[src/rtl/l1_mem_bridge.sv]
// Write-through store buffer and miss-fill bridge between the L1 D-cache and main memory.
// Fills hit the buffer in 1 cycle, else one memory read; stores stall on a full buffer, fills while one is outstanding.
module l1_mem_bridge #(
  parameter int ADDR_WIDTH = 16,
  parameter int DATA_WIDTH = 16,
  parameter int WB_DEPTH   = 4
) (
  input  logic                  clk,
  input  logic                  rst,
  input  logic                  wr_req,
  input  logic [ADDR_WIDTH-1:0] wr_addr,
  input  logic [DATA_WIDTH-1:0] wr_data,
  output logic                  wr_ready,
  input  logic                  rd_req,
  input  logic [ADDR_WIDTH-1:0] rd_addr,
  output logic                  rd_ready,
  output logic                  rd_valid,
  output logic [DATA_WIDTH-1:0] rd_data,
  output logic                  wb_empty,
  output logic                  mem_req,
  output logic                  mem_we,
  output logic [ADDR_WIDTH-1:0] mem_addr,
  output logic [DATA_WIDTH-1:0] mem_wdata,
  input  logic                  mem_ack,
  input  logic [DATA_WIDTH-1:0] mem_rdata
);

  localparam int PW = $clog2(WB_DEPTH);
  localparam logic [PW:0] FULL_CNT = (PW+1)'(WB_DEPTH);

  typedef enum logic [1:0] {IDLE, WR_BUSY, RD_BUSY} state_t;

  state_t                state;
  logic [ADDR_WIDTH-1:0] fifo_addr [WB_DEPTH];
  logic [DATA_WIDTH-1:0] fifo_data [WB_DEPTH];
  logic [WB_DEPTH-1:0]   fifo_vld;
  logic [PW-1:0]         rptr;
  logic [PW-1:0]         wptr;
  logic [PW:0]           count;
  logic [PW:0]           count_nxt;
  logic                  rd_pending;
  logic [ADDR_WIDTH-1:0] pend_addr;
  logic                  push;
  logic                  pop;
  logic                  rd_acc;
  logic                  fwd_hit;
  logic [DATA_WIDTH-1:0] fwd_data;
  logic [PW-1:0]         idx;
  logic                  stay_wr;

  assign wr_ready = !rst && (count != FULL_CNT);
  // Holding off a new fill while its predecessor's data is on the bus keeps rd_valid a true one-cycle pulse.
  assign rd_ready = !rst && !rd_pending && !rd_valid;

  assign push   = wr_req && wr_ready;
  assign rd_acc = rd_req && rd_ready;
  assign pop    = (state == WR_BUSY) && mem_req && mem_ack;

  always_comb begin
    count_nxt = count;
    if (push && !pop) begin
      count_nxt = count + 1'b1;
    end else if (pop && !push) begin
      count_nxt = count - 1'b1;
    end
  end

  assign stay_wr = ((state == IDLE) && !rd_pending && (count != '0)) ||
                   ((state == WR_BUSY) && !pop);

  // Walk entries oldest to youngest so the last match wins; a same-cycle store is younger still.
  always_comb begin
    fwd_hit  = 1'b0;
    fwd_data = '0;
    idx      = rptr;
    for (int i = 0; i < WB_DEPTH; i++) begin
      idx = rptr + PW'(i);
      if (fifo_vld[idx] && (fifo_addr[idx] == rd_addr)) begin
        fwd_hit  = 1'b1;
        fwd_data = fifo_data[idx];
      end
    end
    if (push && (wr_addr == rd_addr)) begin
      fwd_hit  = 1'b1;
      fwd_data = wr_data;
    end
  end

  always_ff @(posedge clk) begin
    if (push) begin
      fifo_addr[wptr] <= wr_addr;
      fifo_data[wptr] <= wr_data;
    end
  end

  always_ff @(posedge clk) begin
    if (rst) begin
      state      <= IDLE;
      rptr       <= '0;
      wptr       <= '0;
      count      <= '0;
      fifo_vld   <= '0;
      rd_pending <= 1'b0;
      pend_addr  <= '0;
      mem_req    <= 1'b0;
      mem_we     <= 1'b0;
      mem_addr   <= '0;
      mem_wdata  <= '0;
      rd_valid   <= 1'b0;
      rd_data    <= '0;
      wb_empty   <= 1'b1;
    end else begin
      rd_valid <= 1'b0;
      count    <= count_nxt;
      wb_empty <= (count_nxt == '0) && !stay_wr;

      if (pop) begin
        fifo_vld[rptr] <= 1'b0;
        rptr           <= rptr + 1'b1;
      end
      if (push) begin
        fifo_vld[wptr] <= 1'b1;
        wptr           <= wptr + 1'b1;
      end

      if (rd_acc) begin
        if (fwd_hit) begin
          rd_valid <= 1'b1;
          rd_data  <= fwd_data;
        end else begin
          rd_pending <= 1'b1;
          pend_addr  <= rd_addr;
        end
      end

      case (state)
        IDLE: begin
          // A pending read missed every buffered address, so it may overtake the queued stores.
          if (rd_pending) begin
            state    <= RD_BUSY;
            mem_req  <= 1'b1;
            mem_we   <= 1'b0;
            mem_addr <= pend_addr;
          end else if (count != '0) begin
            state     <= WR_BUSY;
            mem_req   <= 1'b1;
            mem_we    <= 1'b1;
            mem_addr  <= fifo_addr[rptr];
            mem_wdata <= fifo_data[rptr];
          end
        end
        WR_BUSY: begin
          if (mem_ack) begin
            state   <= IDLE;
            mem_req <= 1'b0;
          end
        end
        RD_BUSY: begin
          if (mem_ack) begin
            state      <= IDLE;
            mem_req    <= 1'b0;
            rd_data    <= mem_rdata;
            rd_valid   <= 1'b1;
            rd_pending <= 1'b0;
          end
        end
        default: state <= IDLE;
      endcase
    end
  end

endmodule
[config.mk]
export PLATFORM = sky130hd
export DESIGN_NAME = l1_mem_bridge
export DESIGN_NICKNAME = d
export VERILOG_FILES = /design/src/rtl/l1_mem_bridge.sv
export SDC_FILE = /design/constraint.sdc
export NUM_CORES = 1
export LEC_CHECK = 0
export CAP_MARGIN = 20
export CORE_MARGIN = 3
export CORE_UTILIZATION = 37
export CTS_BUF_LIST = sky130_fd_sc_hd__clkbuf_16
export CTS_CLUSTER_DIAMETER = 30
export CTS_CLUSTER_SIZE = 24
export DETAILED_ROUTE_END_ITERATION = 10
export PLACE_DENSITY = 0.63
export SLEW_MARGIN = 20
export SYNTH_ARGS = -nofsm -noshare
export SYNTH_HDL_FRONTEND = slang
export SYNTH_SLANG_ARGS = --single-unit
[constraint.sdc]
create_clock -name clk -period 9.1 [get_ports clk]
set_clock_uncertainty 0.1 [all_clocks]
set_input_delay 1.82 -clock clk [delete_from_list [all_inputs] [get_ports clk]]
set_output_delay 1.82 -clock clk [all_outputs]
set_load 0.01 [all_outputs]
==> results summary <==
The run finished with clean final reports. Port buffering added 122 buffers. In this run the static leakage power is 4.91 nW. The overall fraction of global-route tracks in use is 0.197. The total negative slack came out at 0 ps. The fmax came out at 0.167 GHz.

The tree is rooted in a sky130_fd_sc_hd__clkbuf_16. The clock tree from TritonCTS is built. In this run the standard cell core region covers 32,800 sq um. The share of async-settable or async-resettable flops after synthesis is 0. The routed wire length came out at 36,500 um. The number of I/O pins came out at 123. The post-cts repair resize count is 0.

The antenna diode count came out at 0. The number of standard cells after synthesis is 1,150. The remaining design rule violation count came out at 0. The detailed placement HPWL came out at 25,100 um.

The critical path required time is 9350 ps. STA classifies the critical path startpoint as an input port. In the finished design, the share of the clock period the worst path needs comes to 0.657. The max-capacitance violation count came out at 0. The number of DRC violations after detailed-routing iteration 0 came out at 938. The later pin in the worst-skew pair is clocked with a latency of 520 ps. The number of buffers created by CTS is 40. The buffer depth of the longest clock path came out at 3. The count of hold-fix buffers inserted at cts came out at 0. The arrival time reported for the critical path endpoint came out at 6230 ps. The total nets after synthesis is 1,234.

The number of hold-slack violations in the final timing report came out at 0. Compared with the post-synthesis result, the final layout area differs by 22.7%. The initial core utilization is 0.379. The area fraction of the dominant cell type after synthesis came out at 0.310. The post-synthesis cell type with the largest combined area is sky130_fd_sc_hd__edfxtp_1. The first-pass GRT wire length came out at 55,200 um. The number of max-slew violations in the final report is 0.

The summed area of non-filler cells in the final layout is 15,200 sq um. The number of global-route vias before repair is 9,303. Routability-driven placement finished with a final weighted congestion of 0.930. The utilization after layout is 0.465. The time the worst path needs with I/O delays and setup came out at 5970 ps.

The pre-antenna-repair detailed-routing pass consisted of 9 iterations. The count of buffer and inverter cells on the critical path came out at 1. The post-synthesis sequential element count is 212. The transition time at the pin with the least slew margin came out at 1080 ps. The level count of the clock H-tree is 2.

Headroom to the max-slew limit came out at 0.283. In this run the worst path has a maximum fanout of 18. The standard cell with the maximum stage delay on the critical path is sky130_fd_sc_hd__or4_1. After global routing the overflow that remains totals 0. The worst setup path is captured at a flop. The peak ir drop on the vdd network came out at 0.000111 V. The initial antenna violation count came out at 1. The largest delay contributor family on the critical path is simple AND/OR/NAND/NOR gates. The overall die width came out at 189 um. The count of nets left with antenna violations after detail routing came out at 0.

The post-CTS setup repair buffer count is 0. After detailed placement, the total cell area comes to 13,900 sq um. The signal on the critical path passes through clkdlybuf4s50_1 > xnor2_1 > nand2_1 > or4_1 > or4_1 > o2111a_1 > or4_1 > mux2i_1. The count of flip-flops with a built-in enable after synthesis came out at 128. Yosys attributes the largest share of cell area to sky130_fd_sc_hd__edfxtp_1 31%, sky130_fd_sc_hd__dfxtp_1 14%, sky130_fd_sc_hd__mux4_2 12%. For this design, the sink count on the clock tree is 212. The most used flip-flop cell after synthesis is sky130_fd_sc_hd__edfxtp_1. In this run the worst hold path is classified as reg2reg. The via density per instance came out at 5.72.

The power per unit of standard cell area came out at 191 nW/um^2. Row generation in the floorplan step produced 66 rows. The die area came out at 35,800 sq um. The dominant cell type by count on the critical path is sky130_fd_sc_hd__or4_1. The final-report setup violation count came out at 0. The share of final-layout standard cells stronger than drive strength 1 came out at 0.143. From bottom edge to top edge, the die measures 189 um. The fraction of the yosys area taken by sequential cells came out at 0.445. The design draws 2.92 mW.

The post-layout net count is 1,314. The maximum cell stage delay along the critical path came out at 930 ps. Yosys mapped the design onto 58 distinct sky130hd cell types. The total via count in the routed design is 9,732. Leaving out fill and tap cells, the most frequent cells in the layout are 155 x sky130_fd_sc_hd__nand2_1, 128 x sky130_fd_sc_hd__edfxtp_1, 121 x sky130_fd_sc_hd__clkdlybuf4s50_1, 81 x sky130_fd_sc_hd__mux2i_1, 80 x sky130_fd_sc_hd__dfxtp_1. The leading cell type in the layout, fill and taps excluded is sky130_fd_sc_hd__nand2_1. The synthesized area per cell is 10.8 sq um. The critical path is of the in2reg type.

Dividing the detail-routed wire length by the instance count gives 21.4 um. Setup repair after global routing left no endpoint under its margin. The largest net degree at the start of global routing is 87. During synthesis, Yosys emitted a total of 0 warnings. After clock tree synthesis, the clock-pin slew on the worst setup and hold paths is 40 ps.

In this run the cell area of the synthesized design comes to 12,400 sq um.
[report_power, final]
part / internal [mW] / total [mW] / switching [mW] / leakage [nW]
Sequential: 1.08 / 1.11 / 0.0373 / 1.85
Combinational: 0.183 / 0.401 / 0.217 / 2.42
Clock: 0.908 / 1.40 / 0.494 / 0.640
[synthesized netlist by cell type (all sizes together), types with 11 or more instances]
cell      n
xor2     31
a21oi    58
a21o     16
o221ai   18
ha       15
inv      30
xnor2    49
mux2i    81
mux4     68
mux2     20
nand2   155
nor2     55
o21ai    64
dfxtp    84
buf      30
a31oi    19
o41ai    16
nand3    21
clkbuf   69
nand4    24
edfxtp  128
and3     11
[worst min-delay path, delay by kind of cell, from the launching register on]
family | cells | cell delay (ps)
compound gates | 1 | 50
flops | 1 | 300
simple gates | 1 | 50
[kinds of logic after synthesis]
kind of cell    Yosys count  synth area share
flops                   212             0.445
simple gates            302             0.108
mux                     169             0.207
xor+xnor                 80            0.0564
fa+ha+maj                15            0.0151
compound gates          243             0.127
buf+inv                 129            0.0413
[metal layers]
| layer | track usage | vias to the layer above | share of wire |
|---|---|---|---|
| li1 | - | 4489 | - |
| met1 | 0.282 | 4731 | 0.44 |
| met2 | 0.303 | 456 | 0.45 |
| met3 | 0.0461 | 54 | 0.094 |
| met4 | 0.0504 | 2 | 0.020 |
| met5 | 0 | - | 0.00036 |
[registers in the layout, summed over array words and instances (netlist names), 2 cells and up, named ones only]
signal / flops
fifo_addr: 64
pend_addr: 16
fifo_data: 64
rd_data: 16
wptr: 2
fifo_vld: 4
mem_addr: 16
state: 2
mem_wdata: 16
count: 3
rptr: 2
[per-stage QoR]
| stage | instances | hold WS [ps] | worst slack (ps) |
|---|---|---|---|
| 6_report | 1702 | 351 | 3130 |
| 4_1_cts | 1702 | 356 | 3190 |
| 5_1_grt | 1702 | 373 | 2990 |
| 3_3_place_gp | 1630 | 343 | 2710 |
| 2_1_floorplan | 1150 | 349 | 3450 |
| 3_5_place_dp | 1630 | 350 | 2680 |
[final timing paths]
path,start,endpoint,slack (ps),cells after the start
setup / recovery,rd_addr[0],rd_data[9],3130,8
hold / removal,mem_wdata[4],mem_wdata[4],350,2
setup reg to reg,flop,rd_data[9],3310,9
hold reg to reg,mem_wdata[4],mem_wdata[4],350,2
[final cells by class]
class	instances	area (sq um)
tap	442	553
clock inverter	31	268
multi-input combinational	809	6410
sequential	212	5530
inverter	30	113
timing repair buffer	137	1330
clock buffer	41	1030
fill	2959	17600
Power figures use the tool's default switching activity.
==> edit: new RTL, same settings <==
The parameter `ADDR_WIDTH` goes from 16 to 17.
--- a/src/rtl/l1_mem_bridge.sv
+++ b/src/rtl/l1_mem_bridge.sv
@@ -3,3 +3,3 @@
 module l1_mem_bridge #(
-  parameter int ADDR_WIDTH = 16,
+  parameter int ADDR_WIDTH = 17,
   parameter int DATA_WIDTH = 16,
Interface: changed (resized mem_addr, rd_addr and wr_addr); port bits go from 123 to 126. No check against the original RTL was run, so the function may have changed too.
==> edit against the original RTL <==
- wire length increased by 3.0%
- sequential cell count increased by 6
- fmax increased by 9.2%
- total power is 13% higher
- cell area grew 5.4%
- via count decreased by 0.98%
- setup slack gained 0.50 ns
- hold slack got worse by 0.0019 ns
- synthesized area rose by 4.1%
- count of clock-buffer cells in the layout grew 8
==> edit: results (changes against the original RTL) <==
| Metric | Value |
|---|---|
| Inserted Clock Buffers | 47 (was 40) |
| IO Port Bufs | 125 (was 122) |
| Biggest regs | fifo_addr x68, fifo_data x64 (was fifo_addr x64, fifo_data x64) |
| Worst VDD drop | 126.5 uV (was 111.1 uV) |
| Worst Hold Slack | 0.3493 ns (was 0.3511 ns) |
| Iteration-0 DRC Markers | 831 (was 938) |
| Status | complete, no violations (unchanged) |
| Cell count after placement | 1599 (was 1630) |
| Net Count, Synth | 1188 (was 1234) |
| Worst skew pair latency | 0.57 ns (was 0.52 ns) |
| Drt via density | 5.713 (was 5.718) |
| Vias in the first global route | 9523 (was 9303) |
| EDFF count, synth | 132 (was 128) |
| Synthesized area | 0.01292 mm^2 (was 0.01242 mm^2) |
| Global-route wire length before repair | 56.79 mm (was 55.23 mm) |
| # nets final | 1286 (was 1314) |
| Most frequent cells after synthesis | 132 x edfxtp_1, 105 x nand2_1, 92 x mux4_2 (was 155 x nand2_1, 128 x edfxtp_1, 84 x dfxtp_1) |
| CP Max Fanout | 17 (was 18) |
| Slew @ Worst Pin | 1.043 ns (was 1.075 ns) |
| Cell Int Power | 2394 uW (was 2168 uW) |
| Max stage delay on crit path | 0.78 ns (was 0.93 ns) |
| Worst reg2reg path depth | 12 (was 9) |
| HP Start | mem_wdata[1]$_SDFFE_PP0P_ (was mem_wdata[4]$_SDFFE_PP0P_) |
| Layout cells sized above 1 | 17.19% (was 14.29%) |
| Leak Pwr | 0.005545 uW (was 0.004909 uW) |
| Capture point of the worst reg-to-reg path | rd_data[1]$_SDFF_PP0_ (was rd_data[9]$_SDFF_PP0_) |
| TritonRoute pass-1 iters | 5 (was 9) |
| Syn Area/Cell | 11.73 um^2 (was 10.80 um^2) |
| Via count | 9637 (was 9732) |
| Crit path max-delay cell type | clkdlybuf4s50_1 (was or4_1) |
| Ys async rst share | 0% (unchanged) |
| Routability cong. | 0.9210 (was 0.9297) |
| Worst slack at placement | 3.145 ns (was 2.682 ns) |
| Netlist cell types | 66 (was 58) |
| Worst Hold Path EP | mem_wdata[1]$_SDFFE_PP0P_ (was mem_wdata[4]$_SDFFE_PP0P_) |
| R2r setup slk | 3.81 ns (was 3.31 ns) |
| HPWL after DPL | 26.00 mm (was 25.08 mm) |
edit: changes by cell type in the layout (fill, tap and decap cells not counted), moves of 8 or more:
cell       before  now
and2_1          6   18
clkbuf_16      41   49
mux2_2         20    4
a2bb2oi_1       1   16
o21ai_0        64    8
o41ai_1        16    0
mux4_2         68   92
a311oi_1        7   18
a21oi_1        57   33
xnor2_1        49   75
xor2_1         31   15
inv_1          33   48
nand2_1       155  105
edit: metal layers:
metal	vias up	wire, um	track usage, %
li1	4398	-	-
met1	4749	15920	27.54
met2	398	16890	30.26
met3	86	3540	5.722
met4	6	1179	7.399
met5	-	33	0
edit: how the worst max path moves through the flow:
stage | from | slack [ns] | endpoint
floorplan | rst | 4.47 | rd_data[1]$_SDFF_PP0_
global placement | rd_addr[2] | 3.20 | rd_data[15]$_SDFF_PP0_
detailed placement | rd_addr[2] | 3.14 | rd_data[5]$_SDFF_PP0_
CTS | rd_addr[2] | 3.69 | rd_data[1]$_SDFF_PP0_
global route | rd_addr[2] | 3.33 | rd_data[1]$_SDFF_PP0_
finish | rd_addr[2] | 3.63 | rd_data[1]$_SDFF_PP0_
edit: worst reg2reg max path, cell delays in order (launching register included):
cell and delay, ns:
dfxtp_4 0.71, inv_1 0.21, ha_2 0.37, buf_4 0.62, mux4_2 0.46, xor2_1 0.17
a21oi_1 0.23, nand3_1 0.13, a2111oi_2 0.51, or3_1 0.72, nor3b_4 0.12, nor4_4 0.67
a21o_1 0.21
edit: power by group through the flow:
| stage | Sequential, uW | Clock, uW | Combinational, uW |
|---|---|---|---|
| after floorplan | 1180 | 0 | 259 |
| after global placement | 1180 | 0 | 457 |
| after detailed placement | 1180 | 0 | 461 |
| after CTS | 1160 | 1690 | 463 |
| after global routing | 1170 | 1750 | 503 |
| final | 1160 | 1670 | 461 |
edit: cell type report:
| type | instances | share of cell area [%] |
|---|---|---|
| multi-input cells | 750 | 41.68 |
| flip-flops and latches | 218 | 35.48 |
| repair buffers | 139 | 8.421 |
| clock buffers | 49 | 7.641 |
| well taps | 448 | 3.493 |
| clock inverters | 39 | 2.261 |
| inverters | 44 | 1.029 |
edit: logic make-up after synthesis:
kind of cell | synth area share [%]
AND/OR/NAND/NOR | 11.40
flip-flops | 43.99
multiplexers | 23.46
AO/OA/AOI/OAI | 9.139
buffers and inverters | 4.453
XOR/XNOR | 6.099
adder cells (fa/ha/maj) | 1.452
edit: per-stage QoR:
stage	cell area, um^2	util (%)
3_3_place_gp	14450	42.57
2_1_floorplan	12920	-
3_5_place_dp	14450	42.57
5_1_grt	16050	47.26
6_report	16050	47.26
4_1_cts	16040	47.25
